$ cat src/rtl/adc_bridge_pkg.sv
// adc_bridge_host shared types and frame constants.
// Optional build macro: ADC_BRIDGE_HOST_FRAME_CHECK_EN.
package adc_bridge_pkg;

  typedef enum logic [2:0] {
    S_IDLE,
    S_CFG_SHIFT,
    S_CFG_LOAD,
    S_RD_LOAD,
    S_RD_SHIFT
  } state_t;

  localparam int CFG_BITS = 33;
  localparam int RES_BITS = 20;
  localparam logic [1:0] FRAME_LO = 2'b01;
  localparam logic [1:0] FRAME_HI = 2'b10;

endpackage

$ cat src/rtl/adc_bridge_host_clkgen.sv
// Bridge shift-clock generator: one period is 2*CLK_DIV clk cycles,
// low phase first. Counter parks at zero while disabled.
module adc_bridge_host_clkgen #(
  parameter int CLK_DIV = 4
) (
  input  logic clk,
  input  logic rst_n,
  input  logic i_en,
  output logic o_bclk,
  output logic o_low_start,
  output logic o_low_last,
  output logic o_period_end
);

  localparam int CW = $clog2(2 * CLK_DIV);
  localparam logic [CW-1:0] LAST = CW'(2 * CLK_DIV - 1);
  localparam logic [CW-1:0] HALF = CW'(CLK_DIV);
  localparam logic [CW-1:0] LOWL = CW'(CLK_DIV - 1);

  logic [CW-1:0] r_cnt;
  logic [CW-1:0] w_cnt_nxt;
  logic          r_bclk;

  always_comb begin
    w_cnt_nxt = '0;
    if (i_en && r_cnt != LAST)
      w_cnt_nxt = r_cnt + 1'b1;
  end

  // Clock is registered from the next count so the pin never glitches.
  always_ff @(posedge clk or negedge rst_n) begin
    if (!rst_n) begin
      r_cnt  <= '0;
      r_bclk <= 1'b0;
    end else begin
      r_cnt  <= w_cnt_nxt;
      r_bclk <= (w_cnt_nxt >= HALF);
    end
  end

  assign o_bclk       = r_bclk;
  assign o_low_start  = i_en && (r_cnt == '0);
  assign o_low_last   = i_en && (r_cnt == LOWL);
  assign o_period_end = i_en && (r_cnt == LAST);

endmodule

$ cat src/rtl/adc_bridge_host.sv
// Host controller for the ADC bridge: config write, result read.
// Optional build macro: ADC_BRIDGE_HOST_FRAME_CHECK_EN.
module adc_bridge_host
  import adc_bridge_pkg::*;
#(
  parameter int CLK_DIV     = 4,
  parameter int SYNC_STAGES = 2
) (
  input  logic        clk,
  input  logic        rst_n,
  input  logic [15:0] cfg1_i,
  input  logic [15:0] cfg2_i,
  input  logic        cfg_sel_i,
  input  logic        cfg_start_i,
  input  logic        conv_finish_i,
  input  logic        bridge_dat_i,
  output logic        bridge_clk_o,
  output logic        bridge_dat_o,
  output logic        bridge_load_o,
  output logic [15:0] result_o,
  output logic        result_valid_o,
  output logic        frame_err_o,
  output logic        overrun_o,
  output logic        cfg_done_o,
  output logic        busy_o
);

  logic [SYNC_STAGES-1:0] r_sync;
  logic                   r_cf_q;
  state_t                 r_state;
  state_t                 w_state_nxt;
  logic [5:0]             r_bit;
  logic [CFG_BITS-1:0]    r_cfg_sr;
  logic [CFG_BITS-1:0]    w_cfg_nxt;
  logic [RES_BITS-1:0]    r_shreg;
  logic [15:0]            r_result;
  logic r_pend, r_ovr, r_done, r_valid, r_dat, r_load;
  logic w_pend_nxt, w_dat_nxt, w_load_nxt;
  logic w_rd_go, w_rd_end, w_rd_more, w_frame_ok;
  logic w_en, w_trig, w_accept;
  logic w_low_start, w_low_last, w_per_end;

  assign w_trig    = r_sync[SYNC_STAGES-1] & ~r_cf_q;
  assign w_en      = (r_state != S_IDLE);
  assign w_accept  = (r_state == S_IDLE) & cfg_start_i & ~r_done;
  assign w_rd_more = r_pend | w_trig;
  assign w_rd_end  = (r_state == S_RD_SHIFT) & w_per_end
                   & (r_bit == 6'(RES_BITS - 1));

  adc_bridge_host_clkgen #(
    .CLK_DIV (CLK_DIV)
  ) u_clkgen (
    .clk          (clk),
    .rst_n        (rst_n),
    .i_en         (w_en),
    .o_bclk       (bridge_clk_o),
    .o_low_start  (w_low_start),
    .o_low_last   (w_low_last),
    .o_period_end (w_per_end)
  );

  always_comb begin
    w_state_nxt = r_state;
    w_rd_go     = 1'b0;
    unique case (r_state)
      S_IDLE: begin
        if (w_accept) begin
          w_state_nxt = S_CFG_SHIFT;
        end else if (w_rd_more) begin
          w_rd_go     = 1'b1;
          w_state_nxt = S_RD_LOAD;
        end
      end
      S_CFG_SHIFT: begin
        if (w_per_end && r_bit == 6'(CFG_BITS - 1))
          w_state_nxt = S_CFG_LOAD;
      end
      S_CFG_LOAD: begin
        if (w_per_end) begin
          w_rd_go     = w_rd_more;
          w_state_nxt = w_rd_more ? S_RD_LOAD : S_IDLE;
        end
      end
      S_RD_LOAD: begin
        if (w_per_end)
          w_state_nxt = S_RD_SHIFT;
      end
      S_RD_SHIFT: begin
        if (w_rd_end) begin
          w_rd_go     = w_rd_more;
          w_state_nxt = w_rd_more ? S_RD_LOAD : S_IDLE;
        end
      end
      default: w_state_nxt = S_IDLE;
    endcase
  end

  // Pin values are computed for the next cycle so they move only
  // on the first cycle of a low phase.
  always_comb begin
    w_cfg_nxt = r_cfg_sr;
    if (w_accept)
      w_cfg_nxt = {cfg_sel_i, cfg2_i, cfg1_i};
    else if (r_state == S_CFG_SHIFT && w_per_end)
      w_cfg_nxt = {1'b0, r_cfg_sr[CFG_BITS-1:1]};
    w_load_nxt = (w_state_nxt == S_CFG_LOAD)
               | (w_state_nxt == S_RD_LOAD);
    w_dat_nxt  = (w_state_nxt == S_CFG_SHIFT) & w_cfg_nxt[0];
    w_pend_nxt = w_rd_go ? (r_pend & w_trig) : (r_pend | w_trig);
  end

  always_ff @(posedge clk or negedge rst_n) begin
    if (!rst_n) begin
      r_sync   <= '0;
      r_cf_q   <= 1'b0;
      r_state  <= S_IDLE;
      r_bit    <= '0;
      r_cfg_sr <= '0;
      r_shreg  <= '0;
      r_result <= '0;
      r_pend   <= 1'b0;
      r_ovr    <= 1'b0;
      r_done   <= 1'b0;
      r_valid  <= 1'b0;
      r_dat    <= 1'b0;
      r_load   <= 1'b0;
    end else begin
      r_sync   <= {r_sync[SYNC_STAGES-2:0], conv_finish_i};
      r_cf_q   <= r_sync[SYNC_STAGES-1];
      r_state  <= w_state_nxt;
      r_cfg_sr <= w_cfg_nxt;
      r_dat    <= w_dat_nxt;
      r_load   <= w_load_nxt;
      r_pend   <= w_pend_nxt;
      if (w_trig & r_pend & ~w_rd_go)
        r_ovr <= 1'b1;
      if (w_state_nxt != r_state)
        r_bit <= '0;
      else if (w_per_end)
        r_bit <= r_bit + 1'b1;
      if (r_state == S_RD_LOAD && w_low_start)
        r_shreg <= '0;
      else if (r_state == S_RD_SHIFT && w_low_last)
        r_shreg <= {bridge_dat_i, r_shreg[RES_BITS-1:1]};
      if (r_state == S_CFG_LOAD && w_per_end)
        r_done <= 1'b1;
      r_valid <= w_rd_end & w_frame_ok;
      if (w_rd_end & w_frame_ok)
        r_result <= r_shreg[17:2];
    end
  end

`ifdef ADC_BRIDGE_HOST_FRAME_CHECK_EN
  logic r_ferr;

  assign w_frame_ok = (r_shreg[1:0] == FRAME_LO)
                    & (r_shreg[RES_BITS-1:RES_BITS-2] == FRAME_HI);

  always_ff @(posedge clk or negedge rst_n) begin
    if (!rst_n)
      r_ferr <= 1'b0;
    else
      r_ferr <= w_rd_end & ~w_frame_ok;
  end

  assign frame_err_o = r_ferr;
`else
  logic w_unused_frame;

  assign w_frame_ok     = 1'b1;
  assign w_unused_frame = ^{r_shreg[1:0], r_shreg[RES_BITS-1:RES_BITS-2]};
  assign frame_err_o    = 1'b0;
`endif

  assign bridge_dat_o   = r_dat;
  assign bridge_load_o  = r_load;
  assign result_o       = r_result;
  assign result_valid_o = r_valid;
  assign overrun_o      = r_ovr;
  assign cfg_done_o     = r_done;
  assign busy_o         = w_en;

endmodule

$ cat config.mk
export PLATFORM = sky130hd
export DESIGN_NAME = adc_bridge_host
export DESIGN_NICKNAME = d
export VERILOG_FILES = /design/src/rtl/adc_bridge_pkg.sv /design/src/rtl/adc_bridge_host_clkgen.sv /design/src/rtl/adc_bridge_host.sv
export SDC_FILE = /design/constraint.sdc
export NUM_CORES = 1
export LEC_CHECK = 0
export BUFFER_PORTS_ARGS = -buffer_cell sky130_fd_sc_hd__buf_2
export CAP_MARGIN = 20
export CORE_ASPECT_RATIO = 1.4
export CORE_MARGIN = 2
export CORE_UTILIZATION = 51
export CTS_CLUSTER_DIAMETER = 120
export DETAILED_ROUTE_END_ITERATION = 8
export HOLD_SLACK_MARGIN = 0.02
export PLACE_DENSITY = 0.87
export SYNTH_ARGS = -nofsm -noshare
export SYNTH_HDL_FRONTEND = slang
export SYNTH_SLANG_ARGS = --single-unit
$ cat constraint.sdc
create_clock -name clk -period 2.1 [get_ports clk]
set_clock_uncertainty 0.15 [all_clocks]
set_input_delay 0.42 -clock clk [delete_from_list [all_inputs] [get_ports clk]]
set_output_delay 0.42 -clock clk [all_outputs]
set_load 0.01 [all_outputs]
==> results of run 1 <==
timing repair:
action | in CTS | in global routing
setup endpoints to repair | 8 | 24
buffers inserted | 4 | 6
endpoints found under the hold margin | 19 | 0
gates resized for setup | 10 | 8
gates cloned | 0 | 0
hold buffers | 2 | 0
pin swaps | 4 | 7
state kept, by name (all words and copies together), names as in the netlist:
name             flops
r_cfg_sr            33
r_shreg             18
r_bit                6
r_pend               1
bridge_load_o        1
r_sync               2
overrun_o            1
u_clkgen.o_bclk      1
u_clkgen.r_cnt       2
result_valid_o       1
r_cf_q               1
cfg_done_o           1
bridge_dat_o         1
r_state              3
result_o            16
cells in the mapped netlist (4+ instances only):
master	count
nor2_1	15
buf_2	15
o21ai_0	25
a21oi_1	25
inv_1	10
mux2i_1	21
xnor2_1	5
nand2b_1	4
dfrtp_1	88
a22oi_1	8
mux2_2	16
nand2_1	91
ha_1	6
nor3_1	6
or2_2	4
critical path, cell delays in order (launching register included):
cell      delay [ps]
dfrtp_1          380
ha_2             220
ha_4             180
inv_2             50
or4b_4           540
o221ai_4         220
o32a_4           240
nor2_1            50
worst max path at each step:
stage	to	slack, ps	cells after the start
2_1_floorplan	r_bit[1]$_DFFE_PN0P_	10	8
3_3_place_gp	r_bit[1]$_DFFE_PN0P_	-8	7
3_5_place_dp	r_bit[1]$_DFFE_PN0P_	-70	7
4_1_cts	r_bit[1]$_DFFE_PN0P_	9	8
5_1_grt	r_bit[4]$_DFFE_PN0P_	-110	7
6_report	r_bit[4]$_DFFE_PN0P_	-50	7
cell type report:
class	count	area (um^2)	share of cell area (%)
Clock buffer	9	123.9	2.533
Clock inverter	7	78.83	1.612
Inverter	10	37.54	0.7677
Multi-Input combinational cell	264	1714	35.06
Sequential cell	88	2206	45.11
Tap cell	100	125.1	2.559
Timing Repair Buffer	94	604.3	12.36
logic make-up (layout without fill, tap and decap cells):
| family | count (synthesis) | after routing | synth area share (%) |
|---|---|---|---|
| xor+xnor | 5 | 5 | 1.097 |
| buf+inv | 31 | 120 | 3.667 |
| mux | 37 | 37 | 9.777 |
| compound gates | 74 | 74 | 11.63 |
| fa+ha+maj | 6 | 6 | 1.880 |
| flops | 88 | 88 | 55.16 |
| simple gates | 141 | 141 | 16.70 |
| other cells | 1 | 1 | 0.09392 |
stage by stage:
step	setup TNS [ps]	utilization [%]
2_1_floorplan	0	-
3_3_place_gp	-32.14	59.04
3_5_place_dp	-408.4	59.04
4_1_cts	0	62.91
5_1_grt	-564.1	63.88
6_report	-174.0	63.88
power breakdown:
group	switching [W]	leakage, nW	internal (W)
logic	0.0000684	1.24	0.0000574
registers	0.0000253	1.10	0.00174
clock network	0.000637	0.0977	0.000561
metal layers:
layer	GRT usage, %	wire, um
met1	23.14	3353
met2	36.20	4397
met4	10.40	217
met5	0	0
met3	5.712	386
==> results.ini, run 1 <==
[placed_design]
dp_slack_ps=-71.75
gp_congestion=0.8478
placed_cells=544
portBuffers=60
place_area_mm2=0.004519
hpwl_um=5737

[worst_setup_path]
crit_start=u_clkgen.r_cnt[1]$_DFF_PN0_
reg2reg_to=r_bit[4]$_DFFE_PN0P_
rrSetupSlack_ps=-50
r2r_start=u_clkgen.r_cnt[1]$_DFF_PN0_
crit_required_ps=2210
critPathKind=reg -> reg
cp-start-kind=register
endpoint_kind=register
arrival_ps=2260
reg2reg_depth=7
crit_fanout=6

[pwr]
finalPower_w=0.003086
peakVddDrop_uv=571.5
powerDensity_mw_per_mm2=631.1
total_leakage_power_nw=2.438

[synthesis]
ys_types=45
syn-instance-count=383
ys_warn_count=0
syn-cell-area_mm2=0.003993
synth-edff-count=0
ys_ff_latch=88
synth.area.top_cells=dfrtp_1 (55%), nand2_1 (8.6%), mux2i_1 (5.3%)
synth_nets=427
async_flop_share_pct=100.0
synth_area_leader_cell=dfrtp_1
avgSynthCellArea_um2=10.42
ys_seq_area_share_pct=55.16
synth_ff_type=dfrtp_1
synth_top_area_share_pct=55.16

[finish]
nFillCells=586
drive_gt1_share_pct=32.63
fin_nets=511
stdcell_count=572
finish.instance_area_mm2=0.004890
layout_commonest_cell=nand2_1
area_growth_pct=22.47
final_cell_mix=nand2_1 (90), dfrtp_1 (85), buf_2 (59)
antenna_cells=0

[grt]
antenna_found_initial=0
grt_usage_pct=20.72
grt_max_degree=54
grt_pass1_vias=3104
grt_pass1_wl_um=13900
grt-ovfl-total=0

[timing]
period_needed_ps=2146
grt_setup_unrepaired=true
hold_viol_final=0
finalSetupViolations=6
fin_crit_sh_pct=102.2
max_freq_mhz=466.0
fin_ws_ps=-46.02
hold_ws_ps=98.69
maxSlewViolCount=0

[routing]
ant_nets=0
drt_iter0_drc=190
drcViolationCount=0
first_pass_iters=4
vias_per_cell=5.337
drt_wl_total_um=8355
via_count=3053
wl_per_cell_um=14.61

[die]
start_util_pct=52.16
io_pins=62
die_area_mm2=0.008563
die_w_um=78.78
row_count=38
fp.dieH_um=108.7
core_mm2=0.007655

[hold_path]
whs_path_depth=3
whs_endpoint=r_cfg_sr[23]$_DFFE_PN0P_
hold_class=in -> reg
min-delay-start=cfg2_i[7]

[flow_run]
max_cap_viol_count=0

[clock_tree]
tritoncts=done
path_clk_slew_ps=80
clock-sinks=88
clockBufferDepth=2
h-tree-depth=3
cts_buffers=9
root_buffer=clkbuf_8
clock_latency_ps=370

[run_status]
status=finished, violations left
violations=setup timing

No activity file was read; power rests on OpenSTA's default activity.
==> inputs of run 2 (changes only) <==
RECOVER_POWER = 100   (was not set)
==> run 2 against run 1 <==
The run still ends with setup timing left. Global-route usage stayed put. Sequential share of layout area increased by 0.12 points. Combinational power about the same. Routed wire length about the same. Critical path type unchanged. Critical endpoint unchanged. Fmax about the same. Largest cell class unchanged. Core utilization is 0.16 points lower. Clock power barely moved. Sequential power hardly changed. Via count up 0.16%.
==> results.ini, run 2 (synthesized netlist as in run 1, its figures left out) <==
[run_status]
status=finished, violations left  ; unchanged
violations=setup timing  ; unchanged

[finish]
fin_nets=511  ; unchanged
area_growth_pct=22.16  ; was 22.47%
drive_gt1_share_pct=32.42  ; was 32.63%
finish.instance_area_mm2=0.004877  ; was 0.004890 mm^2
layout_commonest_cell=nand2_1  ; unchanged
final_cell_mix=nand2_1 (90), dfrtp_1 (85), buf_2 (59)  ; unchanged
nFillCells=591  ; was 586
antenna_cells=0  ; unchanged
largest-register=r_cfg_sr  ; unchanged
largest_reg_flops=33  ; unchanged

[routing]
drt_wl_total_um=8358  ; was 8355 um
ant_nets=0  ; unchanged
vias_per_cell=5.346  ; was 5.337
drcViolationCount=0  ; unchanged
first_pass_iters=5  ; was 4
wl_per_cell_um=14.61  ; about the same
via_count=3058  ; was 3053
drt_iter0_drc=181  ; was 190

[timing]
fin_ws_ps=-46.09  ; was -46.02 ps
grt_setup_unrepaired=true  ; unchanged
fin_crit_sh_pct=102.2  ; about the same
finalSetupViolations=6  ; unchanged
period_needed_ps=2146  ; about the same
tightest_slew_ps=1078
max_freq_mhz=466.0  ; about the same
timing.slew.headroom_pct=28.14
hold_viol_final=0  ; unchanged
hold_ws_ps=99.47  ; was 98.69 ps
maxSlewViolCount=0  ; unchanged

[worst_setup_path]
critPathKind=reg -> reg  ; unchanged
cp-start-kind=register  ; unchanged
arrival_ps=2250  ; was 2260 ps
crit_required_ps=2210  ; about the same
slowest_stage=or4b_4  ; unchanged
slowest_delay_ps=540  ; about the same
worst-path-buf-inv=1  ; unchanged
rrSetupSlack_ps=-50  ; about the same
crit_fanout=6  ; unchanged
endpoint_kind=register  ; unchanged
crit_chain=ha_2, ha_4, inv_2, or4b_4, o221ai_4, o32a_4, nor2_1  ; unchanged
crit_family=simple AND/OR/NAND/NOR gates  ; unchanged

[placed_design]
portBuffers=60  ; unchanged
gp_congestion=0.8478  ; unchanged
hpwl_um=5737  ; unchanged
dp_slack_ps=-71.75  ; unchanged
place_area_mm2=0.004519  ; unchanged

[grt]
grt_pass1_vias=3104  ; unchanged
antenna_found_initial=0  ; unchanged
grt_max_degree=54  ; unchanged
grt_pass1_wl_um=13900  ; unchanged
grt_usage_pct=20.72  ; unchanged
grt-ovfl-total=0  ; unchanged

[die]
core_mm2=0.007655  ; unchanged
start_util_pct=52.16  ; unchanged
die_area_mm2=0.008563  ; unchanged
fp.dieH_um=108.7  ; unchanged
row_count=38  ; unchanged
die_w_um=78.78  ; unchanged
io_pins=62  ; unchanged

[clock_tree]
clockBufferDepth=2  ; unchanged
tritoncts=done  ; unchanged
root_buffer=clkbuf_8  ; unchanged
path_clk_slew_ps=80  ; about the same
h-tree-depth=3  ; unchanged
clock-sinks=88  ; unchanged
clock_latency_ps=370  ; about the same
cts_buffers=9  ; unchanged

[flow_run]
max_cap_viol_count=0  ; unchanged

[hold_path]
hold_class=in -> reg  ; unchanged

[pwr]
peakVddDrop_uv=571.5  ; about the same
powerDensity_mw_per_mm2=632.0  ; was 631.1 mW/mm^2
total_leakage_power_nw=2.431  ; was 2.438 nW
finalPower_w=0.003082  ; was 0.003086 W

[run 2: worst reg2reg max path: cells and delay by family (launching register included)]
kind / cells / cell delay, ps
buffers and inverters: 1 / 50
AND/OR/NAND/NOR: 2 / 590
adder cells (fa/ha/maj): 2 / 400
AO/OA/AOI/OAI: 2 / 470
flip-flops: 1 / 380
[run 2: final timing paths]
kind                                                  start                        to  depth (start not counted)
min in group asynchronous                             rst_n   result_o[7]$_DFFE_PN0N_                          2
worst min register to register          r_sync[0]$_DFF_PN0_       r_sync[1]$_DFF_PN0_                          0
worst min-delay path                              cfg2_i[7]  r_cfg_sr[23]$_DFFE_PN0P_                          3
worst max register to register  u_clkgen.r_cnt[1]$_DFF_PN0_      r_bit[4]$_DFFE_PN0P_                          7
max in group asynchronous                             rst_n   r_cfg_sr[4]$_DFFE_PN0P_                          3
worst max-delay path            u_clkgen.r_cnt[1]$_DFF_PN0_      r_bit[4]$_DFFE_PN0P_                          7
[run 2: area by class of cell]
cell class / instances / area (um^2) / area share (%)
flip-flops and latches: 88 / 2206 / 45.23
multi-input cells: 264 / 1714 / 35.15
repair buffers: 94 / 591.8 / 12.13
well taps: 100 / 125.1 / 2.565
clock buffers: 9 / 123.9 / 2.540
clock inverters: 7 / 78.83 / 1.616
inverters: 10 / 37.54 / 0.7696
[run 2: metal layers]
layer  GRT usage (%)  share of wire, %  up-vias
met5               0                 0        -
met4           10.40               2.7        0
met3           5.712               4.7       20
met2           36.20                52       64
met1           23.14                40     1502
li1                -                 -     1472
[run 2: power breakdown]
group / switching (W) / internal [W] / leakage, nW
clock network: 0.000637 / 0.000561 / 0.0977
registers: 0.0000254 / 0.00174 / 1.10
logic: 0.0000679 / 0.0000546 / 1.23
[run 2: repair_timing]
action                                  4_1_cts  5_1_grt
endpoints found under the setup margin        8       24
hold buffers                                  2        0
hold endpoints to repair                     19        0
buffers inserted                              4        6
resized for setup                            10        8
pin swaps                                     4        7
[run 2: per-stage QoR]
stage / std cells / TNS (ps) / utilization (%)
after floorplan: 383 / 0 / -
after global placement: 544 / -32.14 / 59.04
after detailed placement: 544 / -408.4 / 59.04
after CTS: 566 / 0 / 62.91
after global routing: 572 / -584.0 / 63.71
final: 572 / -173.9 / 63.71
==> inputs of run 3 (changes only) <==
BUFFER_PORTS_ARGS = -buffer_cell sky130_fd_sc_hd__buf_4   (was -buffer_cell sky130_fd_sc_hd__buf_2)
==> run 3 against run 2 <==
Hold slack gained 1.6 ps. Routed wire length increased by 3.4%. Worst setup slack improved by 21 ps. Flip-flop and latch count unchanged. Critical path type unchanged. Sequential share of layout area decreased by 0.93 points. The flow still finishes with violations (setup timing).
==> results.ini, run 3 (synthesized netlist as in run 1, its figures left out) <==
[routing]
drt_wl_total_um=8640  ; was 8358 um
drcViolationCount=0  ; unchanged
first_pass_iters=4  ; was 5
ant_nets=0  ; unchanged
via_count=3078  ; was 3058
vias_per_cell=5.400  ; was 5.346
drt_iter0_drc=191  ; was 181
wl_per_cell_um=15.16  ; was 14.61 um

[pwr]
power_frac_clock_pct=38.0  ; was 38.9%
internal_power_w=0.002362  ; was 0.002352 W
p_comb_share_pct=4.5  ; was 4.0%
p_seq_share_pct=57.5  ; was 57.2%
peakVddDrop_uv=467.8  ; was 571.5 uV
p_sw_w=0.0007021  ; was 0.0007300 W
finalPower_w=0.003064  ; was 0.003082 W
total_leakage_power_nw=2.438  ; was 2.431 nW
powerDensity_mw_per_mm2=615.3  ; was 632.0 mW/mm^2
netSwitchingFraction_pct=22.91  ; was 23.68%

[placed_design]
place_area_mm2=0.004674  ; was 0.004519 mm^2
hpwl_um=5753  ; was 5737 um
dp_slack_ps=-70.84  ; was -71.75 ps
placed_cells=545  ; was 544
gp_congestion=0.8428  ; was 0.8478
portBuffers=60  ; unchanged

[die]
io_pins=62  ; unchanged
fp.dieH_um=108.7  ; unchanged
start_util_pct=52.16  ; unchanged
die_w_um=78.78  ; unchanged
die_area_mm2=0.008563  ; unchanged
row_count=38  ; unchanged
core_mm2=0.007655  ; unchanged

[worst_setup_path]
arrival_ps=2270  ; was 2250 ps
critPathKind=reg -> reg  ; unchanged
crit_start=u_clkgen.r_cnt[0]$_DFF_PN0_  ; was u_clkgen.r_cnt[1]$_DFF_PN0_
cp-start-kind=register  ; unchanged
crit_required_ps=2240  ; was 2210 ps
reg2reg_to=r_bit[1]$_DFFE_PN0P_  ; was r_bit[4]$_DFFE_PN0P_
endpoint_kind=register  ; unchanged
crit_fanout=6  ; unchanged
r2r_start=u_clkgen.r_cnt[0]$_DFF_PN0_  ; was u_clkgen.r_cnt[1]$_DFF_PN0_
reg2reg_depth=8  ; was 7
rrSetupSlack_ps=-20  ; was -50 ps

[hold_path]
hold_class=in -> reg  ; unchanged
whs_endpoint=r_cfg_sr[12]$_DFFE_PN0P_  ; was r_cfg_sr[23]$_DFFE_PN0P_
min-delay-start=cfg1_i[12]  ; was cfg2_i[7]
whs_path_depth=3  ; unchanged

[finish]
layout_commonest_cell=nand2_1  ; unchanged
fin_nets=509  ; was 511
area_growth_pct=24.73  ; was 22.16%
stdcell_count=570  ; was 572
final_cell_mix=nand2_1 (91), dfrtp_1 (85), buf_4 (80)  ; was nand2_1 (90), dfrtp_1 (85), buf_2 (59)
drive_gt1_share_pct=30.43  ; was 32.42%
largest_reg_flops=33  ; unchanged
largest-register=r_cfg_sr  ; unchanged
antenna_cells=0  ; unchanged
finish.instance_area_mm2=0.004980  ; was 0.004877 mm^2

[grt]
top_usage_layer=met2  ; unchanged
grt_max_degree=54  ; unchanged
met3_usage_pct=5.381  ; was 5.712%
antenna_found_initial=0  ; unchanged
grt_pass1_wl_um=14040  ; was 13900 um
grt_pass1_vias=3061  ; was 3104
grt-ovfl-total=0  ; unchanged
met1_usage_pct=23.93  ; was 23.14%
grt_usage_pct=21.12  ; was 20.72%
gr-usage-met2_pct=37.55  ; was 36.20%

[run_status]
status=finished, violations left  ; unchanged
violations=setup timing  ; unchanged

[clock_tree]
root_buffer=clkbuf_8  ; unchanged
path_clk_slew_ps=90  ; was 80 ps
clock-sinks=88  ; unchanged
h-tree-depth=3  ; unchanged
clock_latency_ps=360  ; was 370 ps
tritoncts=done  ; unchanged
clockBufferDepth=2  ; unchanged
cts_buffers=9  ; unchanged

[timing]
hold_viol_final=0  ; unchanged
maxSlewViolCount=0  ; unchanged
period_needed_ps=2125  ; was 2146 ps
fin_crit_sh_pct=101.2  ; was 102.2%
fin_ws_ps=-24.96  ; was -46.09 ps
finalSetupViolations=1  ; was 6
max_freq_mhz=470.6  ; was 466.0 MHz
timing.slew.headroom_pct=52.75  ; was 28.14%
hold_ws_ps=101.1  ; was 99.47 ps
tightest_slew_ps=708.7  ; was 1078 ps
grt_setup_unrepaired=true  ; unchanged

[flow_run]
max_cap_viol_count=0  ; unchanged

[run 3: changes by cell type in the layout (fill, tap and decap cells not counted)]
cell,previous run,this run
buf_2,59,0
buf_4,28,80
clkbuf_1,1,4
nor2_1,11,14
nor2_2,4,1
clkbuf_2,0,2
clkbuf_4,0,1
inv_1,8,9
inv_2,2,1
inv_8,1,0
nand2_1,90,91
nand2_2,1,0
[run 3: cell type report]
type | instances | area [um^2]
Fill cell | 549 | 2675
Clock buffer | 10 | 127.6
Inverter | 10 | 37.54
Sequential cell | 88 | 2206
Clock inverter | 6 | 67.56
Timing Repair Buffer | 92 | 711.9
Tap cell | 100 | 125.1
Multi-Input combinational cell | 264 | 1704
[run 3: how the worst max path moves through the flow]
stage,to,cells after the start
after floorplan,r_bit[1]$_DFFE_PN0P_,8
after global placement,r_bit[1]$_DFFE_PN0P_,7
after detailed placement,r_bit[1]$_DFFE_PN0P_,8
after CTS,busy_o,4
after global routing,r_bit[1]$_DFFE_PN0P_,8
final,r_bit[1]$_DFFE_PN0P_,8
[run 3: routing by layer]
layer | part of all wire, % | up-vias
met1 | 38 | 1468
li1 | - | 1469
met4 | 3.0 | 0
met5 | 0 | -
met3 | 6.5 | 32
met2 | 52 | 109
[run 3: worst max-delay path: stages (launching register included)]
cell and delay (ps):
dfrtp_1 400, ha_2 210, ha_4 180, buf_6 120
nand2b_4 60, o21bai_1 60, a221o_1 310, o32a_4 390
nor3b_2 160
[run 3: per-stage QoR]
stage	util, %	TNS, ps
2_1_floorplan	-	0
3_3_place_gp	61.07	-0.6986
3_5_place_dp	61.07	-401.8
4_1_cts	64.84	-26.58
5_1_grt	65.05	-588.4
6_report	65.05	-24.96
[run 3: power groups by stage]
stage / combinational, W / sequential [W] / clock, W
after global placement: 0.000138 / 0.00179 / 0
after CTS: 0.000146 / 0.00176 / 0.00118
after global routing: 0.000160 / 0.00177 / 0.00125
final: 0.000139 / 0.00176 / 0.00116
after detailed placement: 0.000142 / 0.00180 / 0
after floorplan: 0.0000434 / 0.00179 / 0
[run 3: timing repair]
item	4_1_cts	5_1_grt
setup endpoints to repair	11	23
resized for setup	11	3
endpoints found under the hold margin	29	0
setup buffers	4	3
pin swaps	2	4
hold buffers	2	0
